[src/rtl/fifo_buf_pkg.sv]
// fifo_buf_pkg: sizing defaults and threshold helpers shared by the FIFO slice
package fifo_buf_pkg;
    localparam int DEF_DATA_WIDTH = 16;
    localparam int DEF_ADDR_WIDTH = 3;
    localparam int DEF_AF_MARGIN = 1;
    localparam int DEF_AE_MARGIN = 1;

    function automatic int depth_of(input int aw);
        return 1 << aw;
    endfunction

    function automatic int cnt_width(input int aw);
        return aw + 1;
    endfunction

    function automatic int af_level(input int aw, input int margin);
        return depth_of(aw) - margin;
    endfunction
endpackage

[src/rtl/data_mem.sv]
// data_mem: simple dual-port RAM, registered read, read-before-write
module data_mem
    import fifo_buf_pkg::*;
#(
    parameter int DATA_WIDTH = DEF_DATA_WIDTH,
    parameter int ADDR_WIDTH = DEF_ADDR_WIDTH
) (
    input  logic                  clk,
    input  logic                  reset,
    input  logic                  wr_en,
    input  logic [ADDR_WIDTH-1:0] wr_addr,
    input  logic [DATA_WIDTH-1:0] wr_data,
    input  logic                  rd_en,
    input  logic [ADDR_WIDTH-1:0] rd_addr,
    output logic [DATA_WIDTH-1:0] rd_data
);
    logic [DATA_WIDTH-1:0] mem [depth_of(ADDR_WIDTH)];

    always_ff @(posedge clk) begin
        if (wr_en) mem[wr_addr] <= wr_data;
    end

    // only the output register is reset; the array keeps its contents
    always_ff @(posedge clk) begin
        if (!reset) rd_data <= '0;
        else if (rd_en) rd_data <= mem[rd_addr];
    end
endmodule

[src/rtl/fifo_buf.sv]
// fifo_buf: synchronous FIFO with occupancy, threshold flags and sticky error flags
module fifo_buf
    import fifo_buf_pkg::*;
#(
    parameter int DATA_WIDTH = DEF_DATA_WIDTH,
    parameter int ADDR_WIDTH = DEF_ADDR_WIDTH,
    parameter int AF_MARGIN = DEF_AF_MARGIN,
    parameter int AE_MARGIN = DEF_AE_MARGIN
) (
    input  logic                  clk,
    input  logic                  reset,
    input  logic                  wr_en,
    input  logic [DATA_WIDTH-1:0] wr_data,
    input  logic                  rd_en,
    output logic [DATA_WIDTH-1:0] rd_data,
    output logic                  rd_valid,
    output logic                  full,
    output logic                  empty,
    output logic                  almost_full,
    output logic                  almost_empty,
    output logic [ADDR_WIDTH:0]   count,
    output logic                  overflow,
    output logic                  underflow,
    input  logic                  clr_err
);
    localparam int CW = cnt_width(ADDR_WIDTH);
    localparam logic [CW-1:0] FULL_LVL = CW'(depth_of(ADDR_WIDTH));
    localparam logic [CW-1:0] AF_LVL = CW'(af_level(ADDR_WIDTH, AF_MARGIN));
    localparam logic [CW-1:0] AE_LVL = CW'(AE_MARGIN);

    logic [ADDR_WIDTH-1:0] wr_ptr, rd_ptr;
    logic                  pop_ok, push_ok;

    // a pop frees a slot in the same edge, so a full FIFO still accepts a push
    always_comb begin
        pop_ok = rd_en & ~empty;
        push_ok = wr_en & (~full | pop_ok);
    end

    assign full = count == FULL_LVL;
    assign empty = count == '0;
    assign almost_full = count >= AF_LVL;
    assign almost_empty = count <= AE_LVL;

    always_ff @(posedge clk) begin
        if (!reset) begin
            wr_ptr <= '0;
            rd_ptr <= '0;
            count <= '0;
            rd_valid <= 1'b0;
            overflow <= 1'b0;
            underflow <= 1'b0;
        end else begin
            wr_ptr <= wr_ptr + ADDR_WIDTH'(push_ok);
            rd_ptr <= rd_ptr + ADDR_WIDTH'(pop_ok);
            count <= count + CW'(push_ok) - CW'(pop_ok);
            rd_valid <= pop_ok;
            overflow <= (wr_en & ~push_ok) | (overflow & ~clr_err);
            underflow <= (rd_en & ~pop_ok) | (underflow & ~clr_err);
        end
    end

    data_mem #(
        .DATA_WIDTH(DATA_WIDTH),
        .ADDR_WIDTH(ADDR_WIDTH)
    ) u_mem (
        .clk(clk),
        .reset(reset),
        .wr_en(push_ok & reset),
        .wr_addr(wr_ptr),
        .wr_data(wr_data),
        .rd_en(pop_ok),
        .rd_addr(rd_ptr),
        .rd_data(rd_data)
    );
endmodule
[config.mk]
export PLATFORM = sky130hd
export DESIGN_NAME = fifo_buf
export DESIGN_NICKNAME = d
export VERILOG_FILES = /design/src/rtl/fifo_buf_pkg.sv /design/src/rtl/data_mem.sv /design/src/rtl/fifo_buf.sv
export SDC_FILE = /design/constraint.sdc
export NUM_CORES = 1
export LEC_CHECK = 0
export CAP_MARGIN = 30
export CORE_UTILIZATION = 52
export CTS_CLUSTER_SIZE = 25
export DETAILED_ROUTE_END_ITERATION = 7
export PLACE_DENSITY = 0.75
export SYNTH_ARGS = -nofsm -noshare
export SYNTH_HDL_FRONTEND = slang
export SYNTH_HIERARCHICAL = 1
export SYNTH_SLANG_ARGS = --single-unit
[constraint.sdc]
create_clock -name clk -period 3 [get_ports clk]
set_input_delay 0.9 -clock clk [delete_from_list [all_inputs] [get_ports clk]]
set_output_delay 0.9 -clock clk [all_outputs]
set_load 0.01 [all_outputs]
**Word level (Yosys, flattened, before mapping)**

Memory sizes are Yosys's and may differ from the RTL's. A register that Yosys moved wholly into a read port is not among the register bits.
Index checks and enable logic that the tools add are counted.

- Bits in registers: 13
- Bits in writable memories: 128
- Output and inout port bits: 27
- Logic and storage cells: 33
- Memories: 1

- $add $sub $neg: 4
- Magnitude comparators: 2
- Equal/unequal tests: 1
- Multiplexer cells: 2
- Bitwise operators: 15
- Reductions and logical operators: 2

Memory list:

| name | words | bits a word | read ports | clocked after memory_dff | wr ports | line | text |
|---|---|---|---|---|---|---|---|
| u_mem.mem | 8 | 16 | 1 | 1 | 1 | data_mem.sv:17 | `logic [DATA_WIDTH-1:0] mem [depth_of(ADDR_WIDTH)];` |

Operators with widths:

| cell | count |
|---|---|
| 1-bit bitwise AND | 7 |
| 3-bit by 1-bit adder with 3-bit output | 2 |
| 1-bit inverter | 5 |
| 4-bit by 1-bit adder with 4-bit output | 1 |
| 4-bit equality test, second input constant | 1 |
| 4-bit by 3-bit greater-or-equal comparator with 1-bit output, second input constant | 1 |
| 4-bit by 1-bit <= comparator with 1-bit output, second input constant | 1 |
| 4-bit zero test | 1 |
| 4-bit by 1-bit subtractor with 4-bit output | 1 |
| 1-bit bitwise OR | 3 |
| 1-bit 2-to-1 mux | 2 |
| 1-bit zero test | 1 |

**Depth between registers and ports, before layout**

Gate-level depths: netlist of run 1.

- Word-level depth: 8
- Gate-level depth with buffers: 9

**Hierarchy**

Netlist of run 1, hierarchy kept.

By module, submodules not included:

| module | instances | cells each | area each (um^2) |
|---|---|---|---|
| data_mem | 1 | 306 | 5511.5 |
| fifo_buf | 1 | 65 | 684.4 |

**Worst setup path after synthesis of run 1**

Ideal clock, no wire load.

- Kind: input port to flip-flop
- Start point: input port rd_en
- End point: memory u_mem/mem[0][0] (netlist bit), enable pin
- Library setup time: 409 ps
- Arrival time: 2493 ps
- Required time: 2591 ps
- Setup slack: 98 ps
- Stages: 5
- Buffers on the path: 0
- Cell sequence: nand2b_1 > a21oi_1 > and2_1 > nand2b_1 > nor3_1

- Cells in the longest elaborated chain, start to end: 6

RTL lines:

| item | line | text |
|---|---|---|
| start, declared | fifo_buf.sv:14 | `input logic rd_en,` |
| 1-bit bitwise AND | fifo_buf.sv:36 | `pop_ok = rd_en & ~empty;` |
| 1-bit bitwise OR | fifo_buf.sv:37 | `push_ok = wr_en & (~full \| pop_ok);` |
| 1-bit bitwise AND | fifo_buf.sv:37 |  |
| 1-bit bitwise AND | fifo_buf.sv:69 | `.wr_en(push_ok & reset),` |
| 1-bit 2-to-1 mux | data_mem.sv:20 | `if (wr_en) mem[wr_addr] <= wr_data;` |
| 1-bit 2-to-1 mux (implied by the code) | data_mem.sv:20 |  |
| end, declared | data_mem.sv:17 |  |

Every way passes these cells.

**Worst setup path in the final report of run 1**

- Start point: register count[2]
- End point: output port empty

- Cells in the longest elaborated chain, start to end: 1

RTL lines:

| item | line | text |
|---|---|---|
| start, declared | fifo_buf.sv:21 | `output logic [ADDR_WIDTH:0] count,` |
| start signal, assigned | fifo_buf.sv:56 | `count <= count + CW'(push_ok) - CW'(pop_ok);` |
| 4-bit zero test | fifo_buf.sv:41 | `assign empty = count == '0;` |
| end, declared | fifo_buf.sv:18 | `output logic empty,` |

Every way passes these cells.

==> results of run 1 <==
## layout make-up
type	count	share of cell area [%]
Clock buffer	19	5.994
Multi-Input combinational cell	192	21.16
Clock inverter	13	2.567
Sequential cell	157	58.57
Timing Repair Buffer	73	9.141
Inverter	4	0.1987
Tap cell	143	2.368
## cells by family (layout without fill, tap and decap cells)
logic type	Yosys count	count (layout)	synth area share, %
buf+inv	22	109	2.948
xor+xnor	3	3	0.4241
fa+ha+maj	11	11	2.343
mux	66	66	11.39
flops	157	157	71.41
compound gates	69	69	7.290
simple gates	43	43	4.200
## worst max-delay path: stages (launching register included)
cell             delay (ps)
dfxtp_1                 330
inv_1                   100
ha_1                    200
nor3b_4                 280
clkdlybuf4s50_1         590
## cell usage after synthesis, types with 2 or more instances
cell	number	area (sq um)
ha_1	10	125.1
nor3_1	2	10.01
mux2i_1	33	330.3
nand3_1	2	10.01
nand2b_1	6	37.54
edfxtp_1	128	3844
a21oi_1	18	90.09
o221ai_1	3	26.28
clkbuf_1	8	30.03
and2_1	10	62.56
inv_1	4	15.01
buf_6	2	22.52
xor2_1	3	26.28
nor2b_1	3	18.77
nand2_1	6	22.52
dfxtp_1	29	580.6
buf_12	5	100.1
o21ai_0	16	80.08
a22oi_1	3	22.52
nor2_1	8	30.03
mux2_2	32	360.4
a221o_1	13	130.1
buf_2	2	10.01
o22ai_1	13	81.33
## worst paths after layout
| check | startpoint | to | slack [ps] |
|---|---|---|---|
| max | count[2] | empty | 180 |
| min | overflow | overflow | 480 |
| max reg2reg | count[2] | count[2] | 680 |
| min reg2reg | overflow | overflow | 480 |
## report_power, final
| group | switching [mW] | leakage [nW] | internal [mW] |
|---|---|---|---|
| sequential | 0.113 | 1.40 | 2.54 |
| combinational | 0.747 | 0.918 | 0.800 |
| clock | 0.823 | 0.326 | 1.51 |
| total | 1.68 | 2.64 | 4.85 |
## cell usage in the layout, fill, tap and decap left out, types with 2 or more instances in the layout
master           instances
edfxtp_1               128
clkdlybuf4s50_1         47
mux2i_1                 33
mux2_2                  32
dfxtp_1                 28
buf_4                   24
a21oi_1                 18
clkbuf_16               17
o21ai_0                 16
o22ai_1                 13
a221o_1                 13
and2_1                  10
ha_1                    10
nor2_1                   8
clkinv_2                 7
nand2_1                  6
nand2b_1                 6
bufinv_16                5
inv_1                    4
xor2_1                   3
nor2b_1                  3
a22oi_1                  3
o221ai_1                 3
nand3_1                  2
clkbuf_8                 2
nor3_2                   2
buf_12                   2
## routing by layer
| layer | track usage (%) | part of all wire (%) |
|---|---|---|
| met4 | 9.279 | 0.99 |
| met1 | 28.89 | 43 |
| met3 | 5.850 | 6.6 |
| met5 | 0 | 0 |
| met2 | 35.47 | 49 |
## through the flow
stage               instance area (sq um)  power [mW]  setup WS (ps)  hold slack [ps]
finish                               7556       6.531          177.9            484.1
global route                         7556       6.787          73.38            534.5
CTS                                  7556       6.572          151.9            495.3
detailed placement                   6909       4.243          90.80            484.0
global placement                     6909       4.194          117.2            465.1
floorplan                            6196       3.790          97.97            496.3
## sequential cells by signal, summed over array words and instances, names as in the netlist
register and flops:
u_mem/mem 128, overflow 1, rd_valid 1, wr_ptr 3, rd_ptr 3, u_mem/rd_data 16, underflow 1, count 4
==> summary.md, run 1 <==
| Metric | Value |
|---|---|
| Final GP Congestion | between 0.7 and 0.8 |
| Violation count after the first detailed-routing iteration | 280 |
| Setup TNS | 0 ps |
| Synthesized Nets | 403 |
| Count of maximum capacitance violations | 0 |
| Worst min-delay path category | flip-flop to flip-flop |
| Routed wirelength normalized by instance count | between 20 and 25 um |
| IR drop worst, VDD | ~0.48 mV |
| Die footprint | 12360 sq um |
| Number of buffers added by the clock tree synthesis step | 17 |
| Register Area | 4425 sq um |
| Data arrival time at the worst-slack endpoint | approximately 1900 ps |
| Tmin final | 2822 ps |
| Number of placed instances with taps included | 569 |
| Maximum number of pins on one net before global-route repair | 32 |
| Synth Area per Inst | 16.70 sq um |
| Non-Filler Instances | 601 |
| Worst slew slack as a fraction of its limit | 43.29% |
| Aggregate global-route resource usage | 22.20% |
| Worst-Margin Slew | 850.6 ps |
| Critical path class | flip-flop to output pin |
| Number of nets still failing antenna checks after routing | 0 |
| Combined area of all synthesized cells | 6196 sq um |
| Final-report max-slew violation count | 0 |
| Std cell rows | 39 |
| Core region area | 11520 sq um |
| CTS Root Buffer Type | clkbuf_16 |
| Run status | complete, but fails checks |
| Number of gates resized after CTS | 0 |
| Count of endpoints failing setup in the final report | 0 |
| Routed via count divided by cell count | 5.734 |
| Ant. Diodes | 0 |
| Skew-Pair Late Insertion Delay | 430 ps |
| FF+latch count, synth | 157 |
| Die W | 111.2 um |
| Sequential-to-total area share from yosys stat | 71.41% |
| Clock Sink Count | 157 |
| Hold bufs inserted after CTS | 0 |
| Via count of the routed design | 3446 |
| Wire length of the first global-routing pass | 20040 um |
| Crit start category | flip-flop |
| Final HPWL from detailed placement | 7658 um |
| Netlist cell types | 36 |
| Number of design rule violations left after detail routing | 8 |
| Net count reported at finish | 477 |
| Hold Vio Cnt, Final | 0 |
| Clock buffer depth | 2 |
| Depth of the worst hold-timing path | 2 |
| Static leakage | 2.639 nW |
| Failing checks | DRC |
| Post-synthesis async set-or-reset flop share | 0% |
| Top Ports | 48 |
| WL final | 12490 um |
| H-tree depth reported by CTS | 4 |
| Primary flip-flop cell chosen by synthesis mapping | edfxtp_1 |
| Count of yosys warnings during synthesis | 6 |
| EDFF count, synth | 128 |
| Total power per unit cell area | a little under 900 nW/um^2 |
| Post-Route Utilization | 65.61% |
| Number of antenna violations at the first check in global routing | 0 |
| Clock tree from TritonCTS | done |
| Number of optimization iterations in the first detailed-route pass | 7 |
| Leftover overflow at the end of global routing | 0 |
| Multi-input logic area | 1599 sq um |
| Fraction of the cycle the final worst path needs | 94.07% |
| Biggest fanout along the worst timing path | 3 |
| Max Fclk | 354.4 MHz |
| Initial Util | 53.80% |
| Required @ worst endpoint | 2100 ps |
| # Post-CTS Setup Buffers | 0 |
| Gate count of the mapped netlist | ~370 |
| Count of fill cells added during filler insertion | 811 |
| DIE HEIGHT | around 110 um |
| Worst setup skew after layout | 8.600 ps |
| Number of I/O port buffers | 47 |
| Vias in the first global route | between 3000 and 4000 |
| P&R area growth vs syn | 21.95% |
| Setup crit end kind | output pin |
| RSZ-0062 raised after global routing | false |
| Cell count of the worst reg-to-reg path | 9 |
| Fraction of layout instances using a drive strength above 1 | 21.83% |
| Clock transition at the registers of the reported paths | ~60 ps |
Power figures use the tool's default switching activity.
==> run 2: changes to the inputs <==
- CORE_UTILIZATION: 52 -> 58
- PLACE_DENSITY: 0.75 -> 0.79
- clock period: 3 -> 2.7 ns (I/O delays scaled with it)
==> summary.md, run 2 (same netlist as run 1, synthesis figures left out) <==
| Metric | Value |
|---|---|
| Core region area | 10320 sq um (-10%) |
| WL final | 11850 um (-5.1%) |
| Count of endpoints failing setup in the final report | 0 (unchanged) |
| Worst setup skew after layout | 4.622 ps (-3.978 ps) |
| Number of antenna violations at the first check in global routing | 0 (unchanged) |
| Required @ worst endpoint | 1890 ps (-210 ps) |
| Hold Vio Cnt, Final | 0 (unchanged) |
| Number of nets still failing antenna checks after routing | 0 (unchanged) |
| Met1 layer usage reported by global route | 29.65% (+0.76 points) |
| Leftover overflow at the end of global routing | 0 (unchanged) |
| Kind of cell with the highest combined delay on the critical path | buffers and inverters |
| Final HPWL from detailed placement | 7557 um (-1.3%) |
| Initial Util | 60.02% (+6.2 points) |
| H-tree depth reported by CTS | 4 (unchanged) |
| Worst-Margin Slew | 873.2 ps (+22.55 ps) |
| Number of buffer and inverter instances along the worst setup path | 1 (-1) |
| Clock buffer depth | 2 (unchanged) |
| Wire length of the first global-routing pass | 19020 um (-5.1%) |
| Ant. Diodes | 0 (unchanged) |
| Multi-input logic area | 1605 sq um (+0.39%) |
| Worst slew slack as a fraction of its limit | 41.79% (-1.5 points) |
| Flip-flop count of the largest register, all copies and words added | 128 (unchanged) |
| Top Ports | 48 (unchanged) |
| Tmin final | 2461 ps |
| Overall power after layout | 6.975 mW (+6.8%) |
| CTS Root Buffer Type | clkbuf_8 |
| Fraction of the cycle the final worst path needs | between 90% and 100% |
| Clock transition at the registers of the reported paths | 60 ps (about the same) |
| Std cell rows | 37 (-5.1%) |
| Tightest hold margin | 498.4 ps (+14.31 ps) |
| Skew-Pair Late Insertion Delay | 500 ps (+70 ps) |
| Global routing's busiest layer | met2 |
| Highest-count cells in the layout ignoring fill and taps | edfxtp_1, clkdlybuf4s50_1, mux2i_1, mux2_2, buf_4 |
| Violation count after the first detailed-routing iteration | 227 (-19%) |
| IR drop worst, VDD | 0.5190 mV (+7.5%) |
| Final-report max-slew violation count | 0 (unchanged) |
| Maximum number of pins on one net before global-route repair | 33 (+3.1%) |
| Number of I/O port buffers | 47 (unchanged) |
| Net count reported at finish | 483 (+1.3%) |
| RSZ-0062 raised after global routing | false |
| Critical path's slowest cell | clkdlybuf4s50_1 |
| Register Area | 4428 sq um (about the same) |
| Met3 usage | 4.947% (-0.90 points) |
| Max Fclk | 406.3 MHz |
| Die footprint | 11100 sq um (-10%) |
| Fraction of layout instances using a drive strength above 1 | 22.63% (+0.80 points) |
| Crit start category | flip-flop |
| Most common library cell in the layout ignoring fill and taps | edfxtp_1 |
| Via count of the routed design | 3465 (+0.55%) |
| Worst min-delay path category | flip-flop to flip-flop |
| Count of fill cells added during filler insertion | 628 (-23%) |
| P&R area growth vs syn | 21.28% |
| Largest registers in the final layout | u_mem/mem: 128 flops, u_mem/rd_data: 16 flops, count: 4 flops |
| Data arrival time at the worst-slack endpoint | 1650 ps (-270 ps) |
| DIE HEIGHT | 105.4 um (-5.2%) |
| Total power per unit cell area | 928.2 nW/um^2 (+7.4%) |
| Count of maximum capacitance violations | 0 (unchanged) |
| Cell Area, Placed | 6925 sq um (+0.24%) |
| Clock tree from TritonCTS | done |
| Final GP Congestion | 0.7459 (+2.1%) |
| Number of design rule violations left after detail routing | 0 (-8) |
| Number of buffers added by the clock tree synthesis step | 17 (unchanged) |
| Post-Layout Inst Area | 7515 sq um (-0.55%) |
| Number of optimization iterations in the first detailed-route pass | 5 (-2) |
| Crit-path cells | clkdlybuf4s50_1 |
| GRT met2 Usage | 38.39% (+2.9 points) |
| Post-Route Utilization | 72.79% (+7.2 points) |
| Aggregate global-route resource usage | 23.16% (+0.97 points) |
| Hold bufs inserted after CTS | 0 (unchanged) |
| Static leakage | 2.642 nW (+0.14%) |
| Biggest fanout along the worst timing path | 7 (+4) |
| Die W | 105.4 um (-5.2%) |
| Critical path class | flip-flop to output pin |
| Run status | finished, final reports clean |
| Crit-path max cell delay | 610 ps (+20 ps) |
| Routed via count divided by cell count | 5.775 (+0.72%) |
| Clock Sink Count | 157 (unchanged) |
| Largest Register | u_mem/mem |
| Routed wirelength normalized by instance count | 19.74 um (-5.0%) |
| Setup crit end kind | output pin |
| Vias in the first global route | 3550 (-2.9%) |
run 2: final timing paths:
check                              start       end  slack (ps)  cells past startpoint
worst min-delay path            overflow  overflow         500                      2
worst max register to register  count[2]  count[2]         250                     10
worst max-delay path            count[1]  count[1]         240                      1
worst min register to register  overflow  overflow         500                      2
run 2: stage by stage:
stage               TNS (ps)  cells  worst slack [ps]
floorplan                  0    371             314.7
global placement      -62.56    567            -62.56
detailed placement     -2565    567            -124.7
CTS                        0    600             3.577
global route               0    600             116.0
finish                     0    600             239.0
run 2: report_power, final:
| part | switching [mW] | internal [mW] |
|---|---|---|
| registers | 0.180 | 2.82 |
| clock network | 0.871 | 1.39 |
| logic | 0.788 | 0.919 |
| total | 1.84 | 5.14 |
run 2: cell type report:
class	count	share of cell area, %
clock inverter	13	1.981
sequential	157	58.92
inverter	4	0.1998
multi-input combinational	192	21.36
clock buffer	19	5.611
timing repair buffer	79	9.657
tap	136	2.264
run 2: metal layers:
layer	vias to the layer above	wire, um
li1	1601	-
met1	1736	4965
met2	107	5996
met3	21	627
met4	0	257
met5	-	0
run 2: repair_timing:
action                                  CTS  global route
gates resized for setup                   4             3
setup buffers                             1             0
pin swaps                                 0             0
endpoints found under the setup margin    3             2
